### src/rtl/keypad_scanner.sv
// 4x4 hex keypad scanner: drives one-cold row strobes, samples active-low column
// returns, debounces across whole scans and shifts accepted digits into a
// 16-bit entry register sized for the seven-segment display value input.
module keypad_scanner #(
  parameter int SCAN_DIV       = 2048,
  parameter int DEBOUNCE_SCANS = 4
) (
  input  logic        clock,
  input  logic        reset,
  input  logic [3:0]  col,
  input  logic        clear,
  output logic [3:0]  row,
  output logic [3:0]  key_code,
  output logic        key_valid,
  output logic        key_held,
  output logic [15:0] value
);

  localparam int PW = (SCAN_DIV > 1) ? $clog2(SCAN_DIV) : 1;
  localparam int CW = $clog2(DEBOUNCE_SCANS + 1);
  localparam logic [PW-1:0] PRESC_LAST = PW'(SCAN_DIV - 1);
  localparam logic [CW-1:0] STAB_MAX   = CW'(DEBOUNCE_SCANS);

  // Classification of one complete 16-position scan; also the debounce candidate.
  typedef enum logic [1:0] {
    RES_NONE   = 2'd0,
    RES_SINGLE = 2'd1,
    RES_MULTI  = 2'd2
  } res_e;

  logic [3:0]    col_meta_q, col_meta_d;
  logic [3:0]    col_sync_q, col_sync_d;
  logic [PW-1:0] presc_q, presc_d;
  logic [1:0]    row_idx_q, row_idx_d;
  logic [15:0]   scan_acc_q, scan_acc_d;
  logic          eval_q, eval_d;
  res_e          cand_kind_q, cand_kind_d;
  logic [3:0]    cand_code_q, cand_code_d;
  logic [CW-1:0] stab_cnt_q, stab_cnt_d;
  logic [3:0]    key_code_q, key_code_d;
  logic          key_valid_q, key_valid_d;
  logic          key_held_q, key_held_d;
  logic [15:0]   value_q, value_d;

  res_e          res_kind;
  logic [3:0]    res_code;
  logic [1:0]    hits;
  logic [3:0]    hit_pos;
  logic          same;
  logic          accept;

  // Position {row, col} to hex digit as printed on the keypad.
  function automatic logic [3:0] key_map(input logic [3:0] pos);
    logic [3:0] k;
    case (pos)
      4'd0:    k = 4'h1;
      4'd1:    k = 4'h2;
      4'd2:    k = 4'h3;
      4'd3:    k = 4'hA;
      4'd4:    k = 4'h4;
      4'd5:    k = 4'h5;
      4'd6:    k = 4'h6;
      4'd7:    k = 4'hB;
      4'd8:    k = 4'h7;
      4'd9:    k = 4'h8;
      4'd10:   k = 4'h9;
      4'd11:   k = 4'hC;
      4'd12:   k = 4'h0;
      4'd13:   k = 4'hF;
      4'd14:   k = 4'hE;
      default: k = 4'hD;
    endcase
    return k;
  endfunction

  // Classify the accumulated scan (bit set = position pressed); hit count saturates at 2.
  always_comb begin
    hits     = 2'd0;
    hit_pos  = 4'd0;
    res_kind = RES_NONE;
    res_code = 4'd0;
    for (int i = 0; i < 16; i++) begin
      if (scan_acc_q[i]) begin
        if (hits != 2'd2) hits = hits + 2'd1;
        hit_pos = 4'(i);
      end
    end
    if (hits == 2'd1) begin
      res_kind = RES_SINGLE;
      res_code = key_map(hit_pos);
    end else if (hits == 2'd2) begin
      res_kind = RES_MULTI;
    end
  end

  // Next state: synchroniser, prescaler/row strobe, sampling, debounce and acceptance.
  always_comb begin
    col_meta_d  = col;
    col_sync_d  = col_meta_q;
    presc_d     = presc_q;
    row_idx_d   = row_idx_q;
    scan_acc_d  = scan_acc_q;
    eval_d      = 1'b0;
    cand_kind_d = cand_kind_q;
    cand_code_d = cand_code_q;
    stab_cnt_d  = stab_cnt_q;
    key_code_d  = key_code_q;
    key_valid_d = 1'b0;
    key_held_d  = key_held_q;
    value_d     = value_q;
    same        = 1'b0;
    accept      = 1'b0;

    if (presc_q == PRESC_LAST) begin
      presc_d    = '0;
      row_idx_d  = row_idx_q + 2'd1;
      scan_acc_d[{row_idx_q, 2'b00} +: 4] = ~col_sync_q;
      eval_d     = (row_idx_q == 2'd3);
    end else begin
      presc_d = presc_q + PW'(1);
    end

    if (eval_q) begin
      same = (res_kind == cand_kind_q) &&
             ((res_kind != RES_SINGLE) || (res_code == cand_code_q));
      if (same) begin
        if (stab_cnt_q != STAB_MAX) stab_cnt_d = stab_cnt_q + CW'(1);
      end else begin
        cand_kind_d = res_kind;
        cand_code_d = res_code;
        stab_cnt_d  = CW'(1);
      end
      // Act only on the scan that makes the result stable, never while merely staying stable.
      accept = (stab_cnt_d == STAB_MAX) && (!same || (stab_cnt_q != STAB_MAX));
      if (accept) begin
        case (res_kind)
          RES_SINGLE: begin
            if (!key_held_q) begin
              key_code_d  = res_code;
              key_held_d  = 1'b1;
              key_valid_d = 1'b1;
              value_d     = {value_q[11:0], res_code};
            end
          end
          RES_NONE: key_held_d = 1'b0;
          default:  ;
        endcase
      end
    end

    // Clear takes priority over a digit accepted in the same cycle.
    if (clear) value_d = '0;
  end

  // State registers with asynchronous reset.
  always_ff @(posedge clock or posedge reset) begin
    if (reset) begin
      col_meta_q  <= 4'hF;
      col_sync_q  <= 4'hF;
      presc_q     <= '0;
      row_idx_q   <= 2'd0;
      scan_acc_q  <= '0;
      eval_q      <= 1'b0;
      cand_kind_q <= RES_NONE;
      cand_code_q <= 4'd0;
      stab_cnt_q  <= '0;
      key_code_q  <= 4'd0;
      key_valid_q <= 1'b0;
      key_held_q  <= 1'b0;
      value_q     <= '0;
    end else begin
      col_meta_q  <= col_meta_d;
      col_sync_q  <= col_sync_d;
      presc_q     <= presc_d;
      row_idx_q   <= row_idx_d;
      scan_acc_q  <= scan_acc_d;
      eval_q      <= eval_d;
      cand_kind_q <= cand_kind_d;
      cand_code_q <= cand_code_d;
      stab_cnt_q  <= stab_cnt_d;
      key_code_q  <= key_code_d;
      key_valid_q <= key_valid_d;
      key_held_q  <= key_held_d;
      value_q     <= value_d;
    end
  end

  assign row       = ~(4'b0001 << row_idx_q);
  assign key_code  = key_code_q;
  assign key_valid = key_valid_q;
  assign key_held  = key_held_q;
  assign value     = value_q;

endmodule

### config.mk
export PLATFORM = sky130hd
export DESIGN_NAME = keypad_scanner
export DESIGN_NICKNAME = d
export VERILOG_FILES = /design/src/rtl/keypad_scanner.sv
export SDC_FILE = /design/constraint.sdc
export NUM_CORES = 1
export LEC_CHECK = 0
export CAP_MARGIN = 20
export CORE_MARGIN = 1.5
export CORE_UTILIZATION = 45
export DETAILED_ROUTE_END_ITERATION = 10
export GPL_ROUTABILITY_DRIVEN = 0
export PLACE_DENSITY = 0.61
export SLEW_MARGIN = 20
export SYNTH_ARGS = -nofsm -noshare
export SYNTH_HDL_FRONTEND = slang
export SYNTH_SLANG_ARGS = --single-unit
### constraint.sdc
create_clock -name clock -period 19.9 [get_ports clock]
set_input_delay 2.985 -clock clock [delete_from_list [all_inputs] [get_ports clock]]
set_output_delay 2.985 -clock clock [all_outputs]
set_load 0.01 [all_outputs]
==> results of run 1 <==
## synthesized netlist by cell type, drive strengths merged (4+ instances only)
master | number | share of area (%)
dfrtp | 61 | 30
nor2 | 52 | 3.9
nand2 | 45 | 3.4
o21ai | 30 | 3.1
inv | 29 | 2.2
o31ai | 22 | 3.5
mux2i | 21 | 4.3
ha | 20 | 5.0
nor3 | 18 | 1.9
a21oi | 17 | 1.7
a211oi | 15 | 2.7
clkbuf | 15 | 1.1
or3 | 15 | 2.0
xnor2 | 13 | 2.3
nand3 | 11 | 1.1
o211ai | 11 | 1.7
dfstp | 8 | 4.2
mux2 | 8 | 1.8
xor2 | 8 | 1.4
and2 | 7 | 0.87
and3 | 7 | 0.87
buf | 7 | 0.80
nor4 | 7 | 1.0
o211a | 7 | 1.5
o2111ai | 6 | 1.0
nand2b | 5 | 0.62
nor2b | 5 | 0.62
o21a | 5 | 0.75
o31a | 5 | 0.87
o32a | 5 | 1.0
o32ai | 5 | 1.0
or2 | 5 | 0.62
a31o | 4 | 0.70
a31oi | 4 | 0.50
o21bai | 4 | 0.60
## power groups by stage
| stage | Sequential (mW) | Combinational (mW) | Clock [mW] |
|---|---|---|---|
| global route | 0.142 | 0.00512 | 0.109 |
| finish | 0.142 | 0.00437 | 0.0997 |
| CTS | 0.142 | 0.00466 | 0.103 |
| floorplan | 0.145 | 0.00246 | 0 |
| detailed placement | 0.145 | 0.00467 | 0 |
| global placement | 0.145 | 0.00464 | 0 |
## cell type report
class,count,area (sq um)
clock inverter,4,25.02
inverter,29,108.9
multi-input combinational,435,3069
fill,1024,5238
clock buffer,12,145.1
timing repair buffer,34,342.8
tap,140,175.2
sequential,69,1737
## flip-flops by register name, indices dropped and copies added, names as in the netlist, 3 cells and up
signal       flops
cand_code_q      4
key_code         4
scan_acc_q      16
value           16
col_sync_q       4
stab_cnt_q       3
col_meta_q       4
presc_q         11
## routing by layer
metal	vias to the layer above	part of all wire [%]
met1	2122	48
met2	119	46
li1	2134	-
met3	10	4.5
met5	-	0
met4	0	0.95
## critical path, delay by kind of cell, from the launching register on
family | cells | cell delay [ns]
buffers and inverters | 4 | 0.49
flip-flops | 1 | 0.39
XOR/XNOR | 1 | 0.18
adder cells (fa/ha/maj) | 4 | 1.09
multiplexers | 1 | 0.34
AO/OA/AOI/OAI | 13 | 3.75
AND/OR/NAND/NOR | 11 | 3.44
## worst max-delay path by stage
| stage | slack (ns) | endpoint | from |
|---|---|---|---|
| 6_report | 10.14 | key_code[1] | scan_acc_q[0] |
| 5_1_grt | 9.33 | key_code[1] | scan_acc_q[0] |
| 4_1_cts | 10.22 | key_code[1] | scan_acc_q[0] |
| 3_5_place_dp | 10.26 | key_code[1] | scan_acc_q[0] |
| 3_3_place_gp | 10.32 | key_code[1] | scan_acc_q[0] |
| 2_1_floorplan | 11.35 | key_code[1] | scan_acc_q[0] |
## cell families after synthesis
group	after synthesis	synth area share, %
AO/OA/AOI/OAI	172	27.01
XOR/XNOR	21	3.672
adder cells (fa/ha/maj)	20	4.996
buffers and inverters	51	4.097
flip-flops	69	34.67
multiplexers	29	6.070
AND/OR/NAND/NOR	193	19.49
==> out/qor.csv, run 1 <==
stage,metric,value,unit
layout,"Cell Count, Final, Fillers Out",723,
min_path,Hold Path Stages,0,
timing,Fmax,102.4,MHz
power_and_ir_drop,Net Sw Power,0.05526,mW
critical_path,worst reg2reg setup slack,10.14,ns
grt,vias in the first global route,4241,
detailed_routing,via count,4385,
power_and_ir_drop,Pint,0.1911,mW
synth,syn avg cell area,9.024,sq um
detailed_routing,DRC,0,
clocking,clock buffer count from CTS,9,
timing,Final Skew,0.01114,ns
power_and_ir_drop,power share of the combinational group,1.8,%
clocking,setup bufs post-CTS,0,
synth,Main synth FF type,dfrtp_1,
clocking,Hold Buf Count CTS,0,
timing,final setup vio count,0,
layout,highest-count cells in the layout ignoring fill and taps,"dfrtp_1, nor2_1, nand2_1",
grt,total grt overflow,0,
power_and_ir_drop,LEAKAGE,2.251,nW
synth,Synthesized Nets,582,
critical_path,max incr delay on CP,0.62,ns
critical_path,Reg-to-Reg Start,scan_acc_q[0],
synth,sequential-to-total area share from yosys stat,34.67,%
grt,GRT met2 Usage,32.35,%
clocking,H-tree levels,3,
critical_path,Setup crit start kind,flip-flop,
floorplan,die area,11770,sq um
synth,ys async rst share,100.0,%
timing,min Tclk post-route,9.765,ns
floorplan,die width,108.5,um
synth,Seq cells post-synth,69,
placement,"Cell Area, Placed",5433,sq um
clocking,Clock Latency Late Sink,0.34,ns
min_path,Hold Crit Start,col_meta_q[2],
critical_path,reg2reg path depth,34,
synth,"Cell Area, Synth",5009,sq um
timing,unrepaired setup endpoints after global routing,false,
power_and_ir_drop,Reg power frac,57.8,%
grt,All-Layer GR Usage,20.51,%
clocking,clock transition at the registers of the reported paths,0.08,ns
critical_path,worst setup path category,reg -> reg,
grt,GRT met1 Usage,28.80,%
power_and_ir_drop,Cell Pwr Density,43.98,nW/um^2
floorplan,core area,10840,sq um
detailed_routing,Pre-antenna DRT Iters,5,
timing,worst hold slack,0.3459,ns
grt,initial antenna violation count,0,
grt,gr busiest metal,met2,
timing,Worst slew margin,44.06,%
synth,yosys warns,0,
critical_path,slowest CP cell,or4_1,
power_and_ir_drop,Sw Share,22.43,%
detailed_routing,DRC marker count from the first detailed-route iteration,291,
grt,first-pass GRT wire length,19610,um
power_and_ir_drop,Clock power frac,40.5,%
critical_path,CP Max Fanout,11,
synth,Synth Instances,555,
floorplan,die height,108.5,um
placement,pre-CTS setup slack,10.26,ns
clocking,clock tree buffer depth,2,
critical_path,FF-to-FF End,key_code[1],
power_and_ir_drop,PnR Total Power,0.2464,mW
min_path,hold crit path type,reg -> reg,
timing,Slew Limit Fails,0,
detailed_routing,final WL,11390,um
detailed_routing,Routed Antenna Nets,0,
critical_path,CP Data Arrival Time,9.99,ns
layout,"Core Util, Final",51.69,%
synth,Netlist cell types,80,
clocking,# clock sinks,69,
layout,"commonest non-fill, non-tap cell in the layout",dfrtp_1,
synth,number of synthesized flops with an enable pin,0,
timing,Tcrit/Tclk final,49.07,%
floorplan,Top Ports,33,
layout,post-route cell area,5603,sq um
placement,dpl hpwl,8330,um
floorplan,row count,38,
floorplan,Initial Util,46.20,%
clocking,CTS tree,built,
layout,area grow syn2layout,11.87,%
run_status,status,"finished, final reports clean",
layout,Final #Nets,605,
job,total of max-cap violations,0,
placement,placed cell count,707,
clocking,Root Buffer,clkbuf_8,
timing,setup TNS,0,ns
detailed_routing,vias per std cell,6.065,
critical_path,Worst setup EP type,flip-flop,
placement,I/O Buffers,32,
clocking,post-cts repair resize count,0,
grt,met3 Use GR,3.858,%
timing,Worst-Margin Slew,0.8391,ns
layout,layout cell share with drive strength beyond 1,10.98,%
layout,Diodes inserted,0,
grt,pin count of the biggest net entering global routing,70,
critical_path,Required @ worst endpoint,20.13,ns
critical_path,cell mode on critical path,ha_1,
detailed_routing,post-DR wirelength/cell,15.75,um
timing,Fin. Hold Viols,0,
min_path,Hold Path Sink,col_sync_q[2],
power_and_ir_drop,"IR drop worst, VDD",0.05164,mV
timing,post-route setup slack,10.14,ns
No activity file was read; power rests on OpenSTA's default activity.
==> inputs of run 2 (changes only) <==
--- a/config.mk
+++ b/config.mk
@@ -10,7 +10,7 @@
 export CORE_UTILIZATION = 45
 export DETAILED_ROUTE_END_ITERATION = 10
 export GPL_ROUTABILITY_DRIVEN = 0
-export PLACE_DENSITY = 0.61
+export PLACE_DENSITY = 0.64
 export SLEW_MARGIN = 20
 export SYNTH_ARGS = -nofsm -noshare
 export SYNTH_HDL_FRONTEND = slang
==> constraint.sdc (replaced) <==
create_clock -name clock -period 7.9 [get_ports clock]
set_input_delay 1.185 -clock clock [delete_from_list [all_inputs] [get_ports clock]]
set_output_delay 1.185 -clock clock [all_outputs]
set_load 0.01 [all_outputs]
==> out/qor.csv, run 2 (same netlist as run 1, synthesis figures left out) <==
stage,metric,value,unit
run_status,status,"complete, but fails checks",
run_status,failing checks,negative setup slack,
detailed_routing,Routed Antenna Nets,0,
clocking,clock transition at the registers of the reported paths,0.08,ns
critical_path,Required @ worst endpoint,8.12,ns
detailed_routing,post-DR wirelength/cell,15.72,um
layout,"Cell Count, Final, Fillers Out",832,
timing,Tcrit/Tclk final,103.1,%
timing,post-route setup slack,-0.2429,ns
floorplan,die area,11770,sq um
power_and_ir_drop,Net Sw Power,0.1353,mW
min_path,hold crit path type,reg -> reg,
grt,pin count of the biggest net entering global routing,70,
placement,placed cell count,787,
timing,Worst slew margin,24.37,%
floorplan,die height,108.5,um
detailed_routing,DRC,0,
clocking,clock tree buffer depth,2,
power_and_ir_drop,power share of the combinational group,1.7,%
layout,"commonest non-fill, non-tap cell in the layout",buf_4,
job,total of max-cap violations,0,
layout,Final #Nets,714,
power_and_ir_drop,PnR Total Power,0.6488,mW
timing,Slew Limit Fails,0,
layout,layout cell share with drive strength beyond 1,31.36,%
floorplan,Initial Util,46.20,%
power_and_ir_drop,LEAKAGE,2.855,nW
critical_path,reg2reg path depth,38,
critical_path,FF-to-FF End,key_code[0],
critical_path,Setup crit start kind,flip-flop,
min_path,Hold Path Sink,col_sync_q[2],
timing,Fin. Hold Viols,0,
layout,area grow syn2layout,35.12,%
min_path,Hold Path Stages,0,
placement,pre-CTS setup slack,-0.5466,ns
min_path,Hold Crit Start,col_meta_q[2],
critical_path,Reg-to-Reg Start,scan_acc_q[1],
grt,initial antenna violation count,0,
timing,setup TNS,-3.758,ns
critical_path,cell mode on critical path,buf_4,
grt,vias in the first global route,4577,
floorplan,die width,108.5,um
detailed_routing,via count,4834,
detailed_routing,vias per std cell,5.810,
detailed_routing,Pre-antenna DRT Iters,7,
power_and_ir_drop,Sw Share,20.86,%
power_and_ir_drop,Pint,0.5135,mW
critical_path,Worst setup EP type,flip-flop,
critical_path,CP Max Fanout,7,
critical_path,worst setup path category,reg -> reg,
detailed_routing,final WL,13080,um
layout,fill count,919,
layout,Multi-input gate area,3381,sq um
floorplan,row count,38,
layout,Diodes inserted,0,
timing,Worst-Margin Slew,1.124,ns
critical_path,CP Data Arrival Time,8.37,ns
power_and_ir_drop,Clock power frac,43.0,%
layout,highest-count cells in the layout ignoring fill and taps,"buf_4, dfrtp_1, nor2_1",
grt,total grt overflow,0,
power_and_ir_drop,Cell Pwr Density,95.87,nW/um^2
clocking,Clock Latency Late Sink,0.34,ns
critical_path,worst reg2reg setup slack,-0.24,ns
grt,All-Layer GR Usage,22.79,%
power_and_ir_drop,"IR drop worst, VDD",0.1302,mV
placement,dpl hpwl,9295,um
clocking,# clock sinks,69,
layout,Sequential Area,1738,sq um
timing,final setup vio count,19,
placement,I/O Buffers,32,
clocking,CTS tree,built,
timing,min Tclk post-route,8.143,ns
clocking,Root Buffer,clkbuf_8,
timing,Final Skew,0.009758,ns
grt,first-pass GRT wire length,21430,um
detailed_routing,DRC marker count from the first detailed-route iteration,248,
clocking,H-tree levels,3,
floorplan,Top Ports,33,
floorplan,core area,10840,sq um
timing,Fmax,122.8,MHz
critical_path,max incr delay on CP,0.53,ns
power_and_ir_drop,Reg power frac,55.3,%
timing,unrepaired setup endpoints after global routing,true,
critical_path,slowest CP cell,or4b_4,
clocking,clock buffer count from CTS,9,
layout,"Core Util, Final",62.43,%
## run 2: changes by cell type in the layout (fill, tap and decap cells not counted), moves of 4 or more
cell and delta:
buf_4 +105, buf_6 +5, inv_1 -4, inv_2 +4
nor2_1 -4, o2111ai_1 -4, o2111ai_2 +4, o21ai_0 -4
## run 2: stage by stage
stage	cell area (sq um)	hold slack, ns
finish	6768	0.3498
global placement	6125	0.3460
global route	6768	0.3557
floorplan	5121	0.3452
CTS	6635	0.3535
detailed placement	6125	0.3470
## run 2: worst max-delay path by stage
stage | from | endpoint | slack (ns) | cells after the start
2_1_floorplan | scan_acc_q[0] | key_code[1] | 0.006 | 35
3_3_place_gp | scan_acc_q[1] | value[8] | -0.33 | 35
3_5_place_dp | scan_acc_q[1] | value[8] | -0.55 | 35
4_1_cts | scan_acc_q[1] | value[8] | -0.19 | 36
5_1_grt | scan_acc_q[1] | value[8] | -0.63 | 37
6_report | scan_acc_q[1] | key_code[0] | -0.24 | 38
## run 2: cell type report
class	instances	area share [%]
Clock inverter	4	0.7025
Clock buffer	12	2.145
Timing Repair Buffer	143	17.32
Sequential cell	69	25.68
Tap cell	140	2.588
Inverter	29	1.608
Multi-Input combinational cell	435	49.95
## run 2: metal layers
metal  up-vias  global-route usage, %  wire [um]
met2        96                  38.86       6506
met1      2368                  29.61       5973
met5         -                      0          0
met4         0                  7.049        197
met3        19                  3.617        398
li1       2351                      -          -
## run 2: timing repair
item	4_1_cts	5_1_grt
buffers inserted	22	7
hold buffers	0	0
endpoints found under the hold margin	0	0
endpoints found under the setup margin	26	30
pin swaps	34	10
gates resized for setup	36	18
## run 2: critical path: cells and delay by family (launching register included)
family | cells | cell delay, ns
AND/OR/NAND/NOR | 11 | 2.50
XOR/XNOR | 1 | 0.09
AO/OA/AOI/OAI | 12 | 2.49
adder cells (fa/ha/maj) | 4 | 0.91
multiplexers | 1 | 0.32
buffers and inverters | 9 | 1.24
flip-flops | 1 | 0.44
## run 2: power by group through the flow
stage	clock (mW)	sequential [mW]	combinational, mW
final	0.279	0.359	0.0110
after global placement	0	0.365	0.0113
after global routing	0.299	0.359	0.0129
after floorplan	0	0.364	0.00620
after CTS	0.287	0.359	0.0116
after detailed placement	0	0.365	0.0116
==> inputs of run 3 (changes only) <==
--- a/config.mk
+++ b/config.mk
@@ -7,10 +7,10 @@
 export LEC_CHECK = 0
 export CAP_MARGIN = 20
 export CORE_MARGIN = 1.5
-export CORE_UTILIZATION = 45
+export CORE_UTILIZATION = 35
 export DETAILED_ROUTE_END_ITERATION = 10
 export GPL_ROUTABILITY_DRIVEN = 0
-export PLACE_DENSITY = 0.64
+export PLACE_DENSITY = 0.52
 export SLEW_MARGIN = 20
 export SYNTH_ARGS = -nofsm -noshare
 export SYNTH_HDL_FRONTEND = slang
==> out/qor.csv, run 3 (same netlist as run 1, synthesis figures left out) <==
stage,metric,value,unit
clocking,Hold Buf Count CTS,0,
critical_path,crit path capture,key_code[1],
layout,highest-count cells in the layout ignoring fill and taps,"buf_4, dfrtp_1, nor2_1",
detailed_routing,final WL,13440,um
layout,area grow syn2layout,44.79,%
grt,pin count of the biggest net entering global routing,70,
timing,Tcrit/Tclk final,101.7,%
critical_path,reg2reg path depth,35,
layout,"Cell Count, Final, Fillers Out",883,
clocking,clock tree buffer depth,2,
layout,Final #Nets,725,
clocking,clock buffer count from CTS,9,
layout,Diodes inserted,0,
timing,final setup vio count,18,
grt,met3 Use GR,2.788,%
placement,"Cell Area, Placed",6255,sq um
clocking,CTS tree,built,
timing,Worst slew margin,43.85,%
critical_path,slowest CP cell,or4b_4,
detailed_routing,post-DR wirelength/cell,15.22,um
layout,layout cell share with drive strength beyond 1,35.14,%
clocking,# clock sinks,69,
critical_path,CP Data Arrival Time,8.24,ns
timing,unrepaired setup endpoints after global routing,true,
grt,initial antenna violation count,0,
detailed_routing,vias per std cell,5.481,
critical_path,Reg-to-Reg Start,scan_acc_q[1],
detailed_routing,Pre-antenna DRT Iters,4,
clocking,clock transition at the registers of the reported paths,0.06,ns
clocking,Clock Latency Late Sink,0.33,ns
detailed_routing,DRC marker count from the first detailed-route iteration,306,
run_status,failing checks,negative setup slack,
critical_path,Setup crit start kind,flip-flop,
run_status,status,"complete, but fails checks",
power_and_ir_drop,"IR drop worst, VDD",0.1383,mV
power_and_ir_drop,LEAKAGE,3.000,nW
critical_path,FF-to-FF End,key_code[1],
layout,"commonest non-fill, non-tap cell in the layout",buf_4,
clocking,Root Buffer,clkbuf_16,
timing,Worst-Margin Slew,0.8422,ns
grt,GRT met1 Usage,24.89,%
grt,vias in the first global route,4868,
placement,pre-CTS setup slack,-0.4106,ns
floorplan,row count,43,
placement,dpl hpwl,9587,um
timing,Final Skew,0.004061,ns
min_path,hold crit path type,reg -> reg,
detailed_routing,DRC,0,
floorplan,die area,15040,sq um
timing,Fin. Hold Viols,0,
floorplan,Initial Util,35.94,%
job,total of max-cap violations,0,
layout,post-route cell area,7252,sq um
detailed_routing,Routed Antenna Nets,0,
timing,worst hold slack,0.3562,ns
critical_path,Required @ worst endpoint,8.11,ns
power_and_ir_drop,PnR Total Power,0.7690,mW
floorplan,Top Ports,33,
timing,Slew Limit Fails,0,
grt,GRT met2 Usage,30.90,%
critical_path,max incr delay on CP,0.53,ns
floorplan,die height,122.6,um
min_path,Hold Path Stages,0,
critical_path,Crit. Startpoint,scan_acc_q[1],
clocking,H-tree levels,3,
critical_path,Worst setup EP type,flip-flop,
critical_path,worst reg2reg setup slack,-0.13,ns
critical_path,worst setup path category,reg -> reg,
floorplan,core area,13930,sq um
critical_path,CP Max Fanout,9,
grt,All-Layer GR Usage,18.52,%
timing,setup TNS,-1.619,ns
detailed_routing,via count,4840,
grt,total grt overflow,0,
grt,first-pass GRT wire length,22710,um
placement,placed cell count,836,
timing,min Tclk post-route,8.032,ns
timing,post-route setup slack,-0.1316,ns
power_and_ir_drop,Cell Pwr Density,106.0,nW/um^2
grt,gr busiest metal,met2,
critical_path,cell mode on critical path,buf_4,
timing,Fmax,124.5,MHz
floorplan,die width,122.6,um
layout,"Core Util, Final",52.04,%
placement,I/O Buffers,32,
[run 3: power breakdown]
group / internal, mW / switching (mW) / total, mW
logic: 0.00295 / 0.00807 / 0.0110
registers: 0.357 / 0.00166 / 0.359
clock network: 0.252 / 0.147 / 0.399
total: 0.612 / 0.157 / 0.769
[run 3: timing repair]
action,in CTS,in global routing
setup buffers,25,6
gates cloned,1,0
resized for setup,57,35
setup endpoints to repair,22,29
pin swaps,46,19
[run 3: worst min-delay path by stage]
stage | endpoint | from | slack, ns
finish | col_sync_q[0] | col_meta_q[0] | 0.36
floorplan | col_sync_q[0] | col_meta_q[0] | 0.35
detailed placement | col_sync_q[0] | col_meta_q[0] | 0.35
global placement | col_sync_q[0] | col_meta_q[0] | 0.35
CTS | col_sync_q[0] | col_meta_q[0] | 0.36
global route | col_sync_q[3] | col_meta_q[3] | 0.36
[run 3: layer usage]
metal	wire (um)	vias to the layer above	part of all wire [%]
li1	-	2378	-
met1	6441	2350	48
met2	6328	92	47
met3	438	20	3.3
met4	229	0	1.7
met5	0	-	0
[run 3: cell type report]
class / instances / area (sq um)
multi-input cells: 435 / 3595
repair buffers: 154 / 1284
fillers: 1258 / 6683
clock buffers: 10 / 239.0
flip-flops and latches: 69 / 1737
well taps: 180 / 225.2
clock inverters: 6 / 61.31
inverters: 29 / 111.4
[run 3: worst max-delay path: cells and delay by family, from the launching register on]
| kind | cells | cell delay, ns |
|---|---|---|
| xor gates and xnor gates | 1 | 0.19 |
| adders and majority gates | 4 | 1.11 |
| buffers and inverters | 10 | 1.34 |
| AOI/OAI and AO/OA | 10 | 2.46 |
| DFF | 1 | 0.40 |
| and+or+nand+nor | 9 | 2.11 |
| muxes | 1 | 0.30 |
